### config.mk
export PLATFORM = sky130hd
export DESIGN_NAME = binarization_adaptive
export DESIGN_NICKNAME = d
export VERILOG_FILES = /design/src/rtl/binarization_adaptive.sv
export SDC_FILE = /design/constraint.sdc
export NUM_CORES = 1
export LEC_CHECK = 0
export ABC_AREA = 1
export BUFFER_PORTS_ARGS = -buffer_cell sky130_fd_sc_hd__buf_2
export CAP_MARGIN = 10
export CORE_MARGIN = 8
export CORE_UTILIZATION = 50
export CTS_BUF_LIST = sky130_fd_sc_hd__clkbuf_2
export CTS_CLUSTER_SIZE = 8
export DETAILED_ROUTE_END_ITERATION = 6
export PLACE_DENSITY_LB_ADDON = 0.05
export SYNTH_ARGS = -nofsm -noshare
export SYNTH_HDL_FRONTEND = slang
export SYNTH_SLANG_ARGS = --single-unit
### constraint.sdc
create_clock -name clk -period 5.21 [get_ports clk]
set_clock_uncertainty 0.15 [all_clocks]
set_input_delay 0.521 -clock clk [delete_from_list [all_inputs] [get_ports clk]]
set_output_delay 0.521 -clock clk [all_outputs]
set_load 0.01 [all_outputs]
### src/rtl/binarization_adaptive.sv
// binarization_adaptive: converts a DW-bit grey pixel stream into a 1-bit
// monochrome stream. Supports a fixed threshold, an automatic threshold taken
// from the previous frame's min/max midpoint, and an optional hysteresis band
// around either one. Output polarity can be inverted. The block also produces
// line-edge pulses and a white-pixel count for each frame.
//
// Ports:
//   clk, rst                  pixel clock, synchronous active-high reset
//   pre_frame_vsync/hsync/de  input sync and data enable
//   color                     input pixel (DW bits)
//   thresh_cfg, hyst_cfg      fixed threshold and hysteresis half-band
//   mode_cfg                  00 fixed, 01 auto, 10 fixed+hyst, 11 auto+hyst
//   invert_cfg                invert monoc polarity
//   post_frame_vsync/hsync/de sync inputs delayed by 2 cycles
//   monoc                     1 = white, 0 = black; forced to 0 outside de
//   monoc_rise/monoc_fall     monoc edge pulses inside an active line
//   auto_thresh               midpoint threshold from the last completed frame
//   white_cnt/white_cnt_valid white pixels of the last frame, plus update strobe
module binarization_adaptive #(
    parameter int unsigned DW          = 8,
    parameter int unsigned THRESH_INIT = 64,
    parameter int unsigned CNT_W       = 22
) (
    input  logic             clk,
    input  logic             rst,
    input  logic             pre_frame_vsync,
    input  logic             pre_frame_hsync,
    input  logic             pre_frame_de,
    input  logic [DW-1:0]    color,
    input  logic [DW-1:0]    thresh_cfg,
    input  logic [DW-1:0]    hyst_cfg,
    input  logic [1:0]       mode_cfg,
    input  logic             invert_cfg,
    output logic             post_frame_vsync,
    output logic             post_frame_hsync,
    output logic             post_frame_de,
    output logic             monoc,
    output logic             monoc_rise,
    output logic             monoc_fall,
    output logic [DW-1:0]    auto_thresh,
    output logic [CNT_W-1:0] white_cnt,
    output logic             white_cnt_valid
);

    localparam int unsigned EW = DW + 1;
    localparam logic [DW-1:0]    PIX_MAX = '1;
    localparam logic [CNT_W-1:0] CNT_MAX = '1;
    localparam logic [DW-1:0]    THR_RST = DW'(THRESH_INIT);

    // stage 1
    logic [DW-1:0] color_s1_q, color_s1_d;
    logic          de_s1_q, de_s1_d;
    logic          hs_s1_q, hs_s1_d;
    logic          vs_s1_q, vs_s1_d;
    logic          vs_s1_dly_q, vs_s1_dly_d;

    // committed config and frame statistics
    logic [DW-1:0] act_thresh_q, act_thresh_d;
    logic [DW-1:0] act_hyst_q, act_hyst_d;
    logic [1:0]    act_mode_q, act_mode_d;
    logic          act_invert_q, act_invert_d;
    logic [DW-1:0] auto_thresh_q, auto_thresh_d;
    logic [DW-1:0] min_q, min_d;
    logic [DW-1:0] max_q, max_d;
    logic          seen_q, seen_d;

    // stage 2 and outputs
    logic          w_q, w_d;
    logic          monoc_q, monoc_d;
    logic          monoc_dly_q, monoc_dly_d;
    logic          post_vs_q, post_vs_d;
    logic          post_hs_q, post_hs_d;
    logic          post_de_q, post_de_d;
    logic          post_vs_dly_q, post_vs_dly_d;
    logic [CNT_W-1:0] cnt_q, cnt_d;
    logic [CNT_W-1:0] white_cnt_q, white_cnt_d;
    logic          white_cnt_valid_q, white_cnt_valid_d;

    // combinational helpers
    logic          vs_rise;
    logic          line_start;
    logic          post_vs_rise;
    logic [EW-1:0] mm_sum;
    logic [DW-1:0] thr_eff;
    logic [EW-1:0] hi_sum;
    logic [DW-1:0] hi;
    logic [DW-1:0] lo;
    logic          w_prev;
    logic          w_cur;
    logic [CNT_W-1:0] cnt_next;

    assign vs_rise      = vs_s1_q & ~vs_s1_dly_q;
    // post_de_q is de_s1 delayed by one cycle, so this marks the first pixel of a line
    assign line_start   = de_s1_q & ~post_de_q;
    assign post_vs_rise = post_vs_q & ~post_vs_dly_q;
    assign mm_sum       = EW'(min_q) + EW'(max_q);

    // next-state logic
    always_comb begin
        color_s1_d        = color;
        de_s1_d           = pre_frame_de;
        hs_s1_d           = pre_frame_hsync;
        vs_s1_d           = pre_frame_vsync;
        vs_s1_dly_d       = vs_s1_q;
        act_thresh_d      = act_thresh_q;
        act_hyst_d        = act_hyst_q;
        act_mode_d        = act_mode_q;
        act_invert_d      = act_invert_q;
        auto_thresh_d     = auto_thresh_q;
        min_d             = min_q;
        max_d             = max_q;
        seen_d            = seen_q;
        w_d               = w_q;
        monoc_d           = 1'b0;
        monoc_dly_d       = monoc_q;
        post_vs_d         = vs_s1_q;
        post_hs_d         = hs_s1_q;
        post_de_d         = de_s1_q;
        post_vs_dly_d     = post_vs_q;
        cnt_d             = cnt_q;
        white_cnt_d       = white_cnt_q;
        white_cnt_valid_d = 1'b0;
        thr_eff           = '0;
        hi_sum            = '0;
        hi                = '0;
        lo                = '0;
        w_prev            = 1'b0;
        w_cur             = 1'b0;
        cnt_next          = cnt_q;

        // frame boundary: commit config, publish the midpoint, restart statistics
        if (vs_rise) begin
            act_thresh_d = thresh_cfg;
            act_hyst_d   = hyst_cfg;
            act_mode_d   = mode_cfg;
            act_invert_d = invert_cfg;
            if (seen_q) begin
                auto_thresh_d = DW'(mm_sum >> 1);
            end
            min_d  = PIX_MAX;
            max_d  = '0;
            seen_d = 1'b0;
        end

        // a pixel coinciding with vs_rise starts the fresh statistics
        if (de_s1_q) begin
            if (vs_rise || (color_s1_q < min_q)) begin
                min_d = color_s1_q;
            end
            if (vs_rise || (color_s1_q > max_q)) begin
                max_d = color_s1_q;
            end
            seen_d = 1'b1;
        end

        // the _d values make a same-cycle commit take effect on this pixel
        thr_eff = act_mode_d[0] ? auto_thresh_d : act_thresh_d;
        hi_sum  = EW'(thr_eff) + EW'(act_hyst_d);
        hi      = (hi_sum > EW'(PIX_MAX)) ? PIX_MAX : hi_sum[DW-1:0];
        lo      = (thr_eff >= act_hyst_d) ? (thr_eff - act_hyst_d) : '0;
        w_prev  = line_start ? 1'b0 : w_q;

        if (act_mode_d[1]) begin
            if (color_s1_q > hi) begin
                w_cur = 1'b1;
            end else if (color_s1_q < lo) begin
                w_cur = 1'b0;
            end else begin
                w_cur = w_prev;
            end
        end else begin
            w_cur = (color_s1_q > thr_eff);
        end

        if (de_s1_q) begin
            w_d     = w_cur;
            monoc_d = w_cur ^ act_invert_d;
        end

        // saturating white counter, snapshotted on the delayed vsync edge
        if (monoc_q && (cnt_q != CNT_MAX)) begin
            cnt_next = cnt_q + CNT_W'(1);
        end
        if (post_vs_rise) begin
            white_cnt_d       = cnt_next;
            white_cnt_valid_d = 1'b1;
            cnt_d             = '0;
        end else begin
            cnt_d = cnt_next;
        end
    end

    // state registers
    always_ff @(posedge clk) begin
        if (rst) begin
            color_s1_q        <= '0;
            de_s1_q           <= 1'b0;
            hs_s1_q           <= 1'b0;
            vs_s1_q           <= 1'b0;
            vs_s1_dly_q       <= 1'b0;
            act_thresh_q      <= THR_RST;
            act_hyst_q        <= '0;
            act_mode_q        <= 2'b00;
            act_invert_q      <= 1'b0;
            auto_thresh_q     <= THR_RST;
            min_q             <= PIX_MAX;
            max_q             <= '0;
            seen_q            <= 1'b0;
            w_q               <= 1'b0;
            monoc_q           <= 1'b0;
            monoc_dly_q       <= 1'b0;
            post_vs_q         <= 1'b0;
            post_hs_q         <= 1'b0;
            post_de_q         <= 1'b0;
            post_vs_dly_q     <= 1'b0;
            cnt_q             <= '0;
            white_cnt_q       <= '0;
            white_cnt_valid_q <= 1'b0;
        end else begin
            color_s1_q        <= color_s1_d;
            de_s1_q           <= de_s1_d;
            hs_s1_q           <= hs_s1_d;
            vs_s1_q           <= vs_s1_d;
            vs_s1_dly_q       <= vs_s1_dly_d;
            act_thresh_q      <= act_thresh_d;
            act_hyst_q        <= act_hyst_d;
            act_mode_q        <= act_mode_d;
            act_invert_q      <= act_invert_d;
            auto_thresh_q     <= auto_thresh_d;
            min_q             <= min_d;
            max_q             <= max_d;
            seen_q            <= seen_d;
            w_q               <= w_d;
            monoc_q           <= monoc_d;
            monoc_dly_q       <= monoc_dly_d;
            post_vs_q         <= post_vs_d;
            post_hs_q         <= post_hs_d;
            post_de_q         <= post_de_d;
            post_vs_dly_q     <= post_vs_dly_d;
            cnt_q             <= cnt_d;
            white_cnt_q       <= white_cnt_d;
            white_cnt_valid_q <= white_cnt_valid_d;
        end
    end

    assign post_frame_vsync = post_vs_q;
    assign post_frame_hsync = post_hs_q;
    assign post_frame_de    = post_de_q;
    assign monoc            = monoc_q;
    assign monoc_rise       = post_de_q & ~monoc_dly_q & monoc_q;
    assign monoc_fall       = post_de_q & monoc_dly_q & ~monoc_q;
    assign auto_thresh      = auto_thresh_q;
    assign white_cnt        = white_cnt_q;
    assign white_cnt_valid  = white_cnt_valid_q;

endmodule

==> out/metrics.cfg, run 1 <==
[outcome]
status=completed

[worst_setup_path]
crit_path_start_kind=register
path_common_cell=nand2_1
critPathSlowestCell=dfxtp_1
worst_setup_path_end_kind=register
path_max_fanout=7
worstPathRequired_ps=5570
arrival_ps=5170
critPathMaxStageDelay_ps=420
crit_buf_inv=4
critical_path_class=reg2reg
crit_family=compound AO/OA/AOI/OAI gates

[clock_tree]
clkTransAtPathRegs_ps=290
cts_htree_levels=3
cts_tree=done
clock_latency_ps=620
clock-sinks=107
cts_root_buf=clkbuf_2
cts_made_buffers=9
cts_buffer_depth=2

[place]
numPortBuffers=68
placed_cell_area_um2=6700
dpl.cell_count=1068
dp_hpwl_mm=12.4
finalWeightedCongestion=0.930

[route]
firstDrtPassIters=5
drt-vias-per-instance=5.03
routed_wl_mm=16.1
drc_errors=0
num_vias=5577
dr.first_iter.drc_count=339
drt-wirelength-per-cell_um=14.5
antenna_left=0

[sta]
grt_setup_unrepaired=false
worst_slew_pin_slew_ps=706
final_hold_viol_count=0
period_minus_slack_ps=4810
max_freq_mhz=208
setup_violations=0
finalMaxSlewViolations=0
post-route-period-util=0.923
relSlewSlack=0.529
fin_setup_tns_ps=0

[die]
core_um2=12100
ios=69
dieHeight_um=127
fp-row-count=40
die_width_um=127
start_util=0.513
fp.dieArea_um2=16200

[synthesis]
synth_cell_types=50
synth_cells=846
ys_ff_latch=107
ys_async_sr_fraction=0
seq_area_frac_synth=0.346
synth_enable_flop_cells=0
synth_area_leaders=dfxtp_1, ha_1, nand2_1
synth_most_common_cell=nand2_1
ys.flop_type=dfxtp_1
synth_area_leader_cell=dfxtp_1
synth_top_area_share=0.346
syn_avg_cell_area_um2=7.32
synthesis.nets=943
synth_common_cells=nand2_1, inv_1, nor2_1, dfxtp_1, ha_1
netlist_area_um2=6190
yosysWarnings=0

[finish]
instances_no_fill=1108
fillCellCount=1175
fin_nets=1032
seq_area_um2=2140
drive_gt1_frac=0.159
area_growth_pct=13.7
final_area_um2=7040
diodes=0
multi_input_area_um2=3490

[power]
p_leak_uw=0.00344
vdd_ir_drop_max_mv=0.120
power_per_cell_area_nw_per_um2=253

[grt]
antenna_found_initial=0
grt_max_degree=55
grt_pass1_vias=5301
gr-total-overflow=0
grt_util_all_layers=0.204
grt_pass1_wl_mm=26.5

[flow_run]
drv_cap=0

[worst_hold_path]
hp-class=in2reg

final timing paths:
kind | from | end | slack (ps) | cells after the start
worst max-delay path | min_q[2]$_SDFF_PP1_ | monoc$_SDFF_PP0_ | 400 | 32
worst max register to register | min_q[2]$_SDFF_PP1_ | monoc$_SDFF_PP0_ | 400 | 32
worst min-delay path | hyst_cfg[0] | act_hyst_q[0]$_SDFF_PP0_ | 60 | 3
worst min register to register | hs_s1_q$_SDFF_PP0_ | post_frame_hsync$_SDFF_PP0_ | 280 | 2
worst min-delay path: cells and delay by family:
family                 cells  cell delay, ps
AO/OA/AOI/OAI              1             120
AND/OR/NAND/NOR            1             100
buffers and inverters      1              80
logic make-up (layout without fill, tap and decap cells):
| kind of cell | Yosys count | after routing | share of synthesized area |
|---|---|---|---|
| muxes | 7 | 7 | 0.0113 |
| AOI/OAI and AO/OA | 147 | 147 | 0.132 |
| adders and majority gates | 65 | 65 | 0.135 |
| xor gates and xnor gates | 26 | 26 | 0.0368 |
| DFF | 107 | 107 | 0.346 |
| and+or+nand+nor | 346 | 346 | 0.246 |
| buffers and inverters | 148 | 242 | 0.0929 |
placed cells by master, fill, tap and decap left out, types with 3 or more instances in the layout:
| cell | n |
|---|---|
| buf_2 | 68 |
| buf_4 | 11 |
| nand4_1 | 8 |
| inv_2 | 4 |
| xnor2_1 | 5 |
| xor2_1 | 21 |
| nor2_1 | 112 |
| ha_1 | 62 |
| nor2_2 | 9 |
| o21ai_0 | 54 |
| nand2_1 | 144 |
| dfxtp_1 | 106 |
| dlygate4sd3_1 | 19 |
| nand2_2 | 7 |
| nor4_1 | 3 |
| fa_1 | 3 |
| nand3_1 | 17 |
| o21ai_2 | 4 |
| inv_1 | 123 |
| or2_2 | 19 |
| o22ai_1 | 7 |
| o21ai_1 | 15 |
| nor3_1 | 15 |
| mux2i_1 | 7 |
| a21oi_1 | 46 |
| clkbuf_2 | 11 |
stage by stage:
| stage | total power (uW) | utilization | worst slack, ps | hold slack, ps |
|---|---|---|---|---|
| after floorplan | 1260 | - | 1120 | 238 |
| after global placement | 1380 | 0.555 | 475 | 245 |
| after detailed placement | 1400 | 0.555 | 353 | 255 |
| after CTS | 1780 | 0.579 | 281 | 13.0 |
| after global routing | 1910 | 0.584 | 14.3 | 29.9 |
| final | 1780 | 0.584 | 402 | 62.9 |
flip-flops by register name (all words and copies together), names as in the netlist, 2 cells and up:
name,count
min_q,8
act_thresh_q,8
max_q,8
act_mode_q,2
color_s1_q,8
auto_thresh,8
act_hyst_q,8
white_cnt,22
cnt_q,22
per-layer routing:
layer | track usage | vias up | wire, um
met2 | 0.318 | 113 | 7120
li1 | - | 2899 | -
met3 | 0.0520 | 15 | 933
met4 | 0.0553 | 0 | 207
met1 | 0.274 | 2550 | 7850
met5 | 0 | - | 0
where the power goes:
group          leakage [uW]  switching, uW  internal [uW]
clock network     0.0000647            291           74.3
registers          0.000873           28.9            851
logic               0.00250            317            217
what timing repair did:
item,4_1_cts,5_1_grt
setup buffers,0,5
endpoints found under the hold margin,19,0
gates resized for setup,0,7
hold buffers,19,0
setup endpoints to repair,0,2
cell type report:
cell class / count / area share
repair buffers: 98 / 0.0871
well taps: 168 / 0.0299
multi-input cells: 591 / 0.496
clock buffers: 11 / 0.00782
inverters: 128 / 0.0682
clock inverters: 5 / 0.00640
flip-flops and latches: 107 / 0.304
Power figures use the tool's default switching activity.
==> inputs of run 2 (changes only) <==
- BUFFER_PORTS_ARGS: -buffer_cell sky130_fd_sc_hd__buf_2 -> not set
- DONT_BUFFER_PORTS: not set -> 1
==> out/metrics.cfg, run 2 (synthesis gave the netlist of run 1 again) <==
[finish]
final_cell_mix=nand2_1, inv_1, nor2_1, dfxtp_1, ha_1
drive_gt1_frac=0.0885  ; -0.0700
mostFrequentLayoutCell=nand2_1
instances_no_fill=1049  ; -5.3%
area_growth_pct=9.96
fin_nets=973  ; -5.7%
diodes=0  ; unchanged
final_core_util=0.565  ; -0.0191
final_area_um2=6810  ; -3.3%

[sta]
setup_violations=0  ; unchanged
final_hold_viol_count=0  ; unchanged
post-route-period-util=0.908  ; -0.0147
worst_slew_pin_slew_ps=793  ; +86.4 ps
max_freq_mhz=211  ; +1.6%
holdWs_ps=122  ; +59.3 ps
relSlewSlack=0.466  ; -0.0626
finalMaxSlewViolations=0  ; unchanged
period_minus_slack_ps=4730  ; -76.5 ps

[grt]
grt_pass1_vias=5279  ; -0.42%
grt_pass1_wl_mm=27.2  ; +2.8%
grt_util_all_layers=0.212  ; +0.00705
antenna_found_initial=0  ; unchanged
gr-total-overflow=0  ; unchanged
grt_max_degree=54  ; -1.8%

[die]
fp-row-count=40  ; unchanged
dieHeight_um=127  ; unchanged
core_um2=12100  ; unchanged
fp.dieArea_um2=16200  ; unchanged
die_width_um=127  ; unchanged
ios=69  ; unchanged
start_util=0.513  ; unchanged

[worst_setup_path]
arrival_ps=5160  ; about the same
path_max_fanout=8  ; +1
crit_path_start_kind=register
critPathMaxStageDelay_ps=420  ; about the same
worstPathRequired_ps=5640  ; +70 ps
crit_start=min_q[0]$_SDFF_PP1_
r2r-start=min_q[0]$_SDFF_PP1_
worst_setup_path_end_kind=register
critical_path_class=reg2reg
path_common_cell=nand2_1
critPathSlowestCell=fa_1

[flow_run]
drv_cap=0  ; unchanged

[power]
power_per_cell_area_nw_per_um2=259  ; +2.6%
p_leak_uw=0.00316  ; -8.0%
vdd_ir_drop_max_mv=0.175  ; +46%
power.total_uw=1770  ; -0.74%

[clock_tree]
cts_buffer_depth=2  ; unchanged
cts_tree=done
clock-sinks=107  ; unchanged
clkTransAtPathRegs_ps=300  ; about the same
cts_htree_levels=3  ; unchanged
cts_root_buf=clkbuf_2
cts_made_buffers=9  ; unchanged
cts_setup_buffers=0  ; unchanged
clock_latency_ps=630  ; about the same

[outcome]
status=completed

[place]
placed_cell_area_um2=6360  ; -5.0%
numPortBuffers=0  ; -100%
dpl.cell_count=1001  ; -6.3%
dp_hpwl_mm=12.5  ; +1.3%
finalWeightedCongestion=0.890  ; -4.3%

[worst_hold_path]
min_from=rst
hp-class=in2reg

[route]
routed_wl_mm=16.7  ; +3.6%
dr.first_iter.drc_count=341  ; +0.59%
antenna_left=0  ; unchanged
num_vias=5455  ; -2.2%
firstDrtPassIters=5  ; unchanged
drt-wirelength-per-cell_um=15.9  ; +9.4%
drc_errors=0  ; unchanged
drt-vias-per-instance=5.20  ; +3.3%

==> run 2: changes by cell type in the layout (fill, tap and decap cells not counted), sizes merged <==
cell	change
clkinvlp	-1
clkinv	+1
clkbuf	-1
dlygate4sd3	+12
inv	+1
buf	-71
==> run 2: worst paths after layout <==
| path | endpoint | slack (ps) | cells after the start |
|---|---|---|---|
| max | monoc$_SDFF_PP0_ | 480 | 29 |
| min | white_cnt[8]$_SDFFE_PP0P_ | 120 | 4 |
| max reg2reg | monoc$_SDFF_PP0_ | 480 | 29 |
| min reg2reg | post_frame_hsync$_SDFF_PP0_ | 280 | 2 |
==> run 2: metrics by stage <==
stage | worst slack (ps) | TNS [ps]
finish | 478 | 0
global route | -30.4 | -30.4
CTS | 251 | 0
detailed placement | 294 | 0
global placement | 393 | 0
floorplan | 1120 | 0
==> run 2: critical path: cells and delay by family (launching register included) <==
family,cells,cell delay [ps]
fa+ha+maj,3,1090
flops,1,400
compound gates,9,1510
simple gates,14,1370
buf+inv,3,180
==> run 2: layer usage <==
layer,vias to the layer above,track usage,share of wire
met1,2549,0.280,0.48
li1,2761,-,-
met5,-,0,0
met2,127,0.332,0.46
met3,18,0.0595,0.054
met4,0,0.0504,0.014
==> run 2: cell type report <==
cell class,count,area [um^2]
multi-input cells,591,3500
fillers,1204,5250
clock buffers,10,50.0
clock inverters,6,47.5
inverters,128,480
flip-flops and latches,107,2140
repair buffers,39,383
well taps,168,210
==> run 2: power by group <==
part / leakage [uW] / switching [uW] / total, uW / internal [uW]
combinational: 0.00222 / 313 / 516 / 203
sequential: 0.000873 / 31.8 / 883 / 851
clock: 0.0000686 / 294 / 367 / 72.3
==> run 2: what timing repair did <==
action	in CTS	in global routing
hold endpoints to repair	63	0
setup endpoints to repair	0	2
resized for setup	0	6
hold buffers	32	0
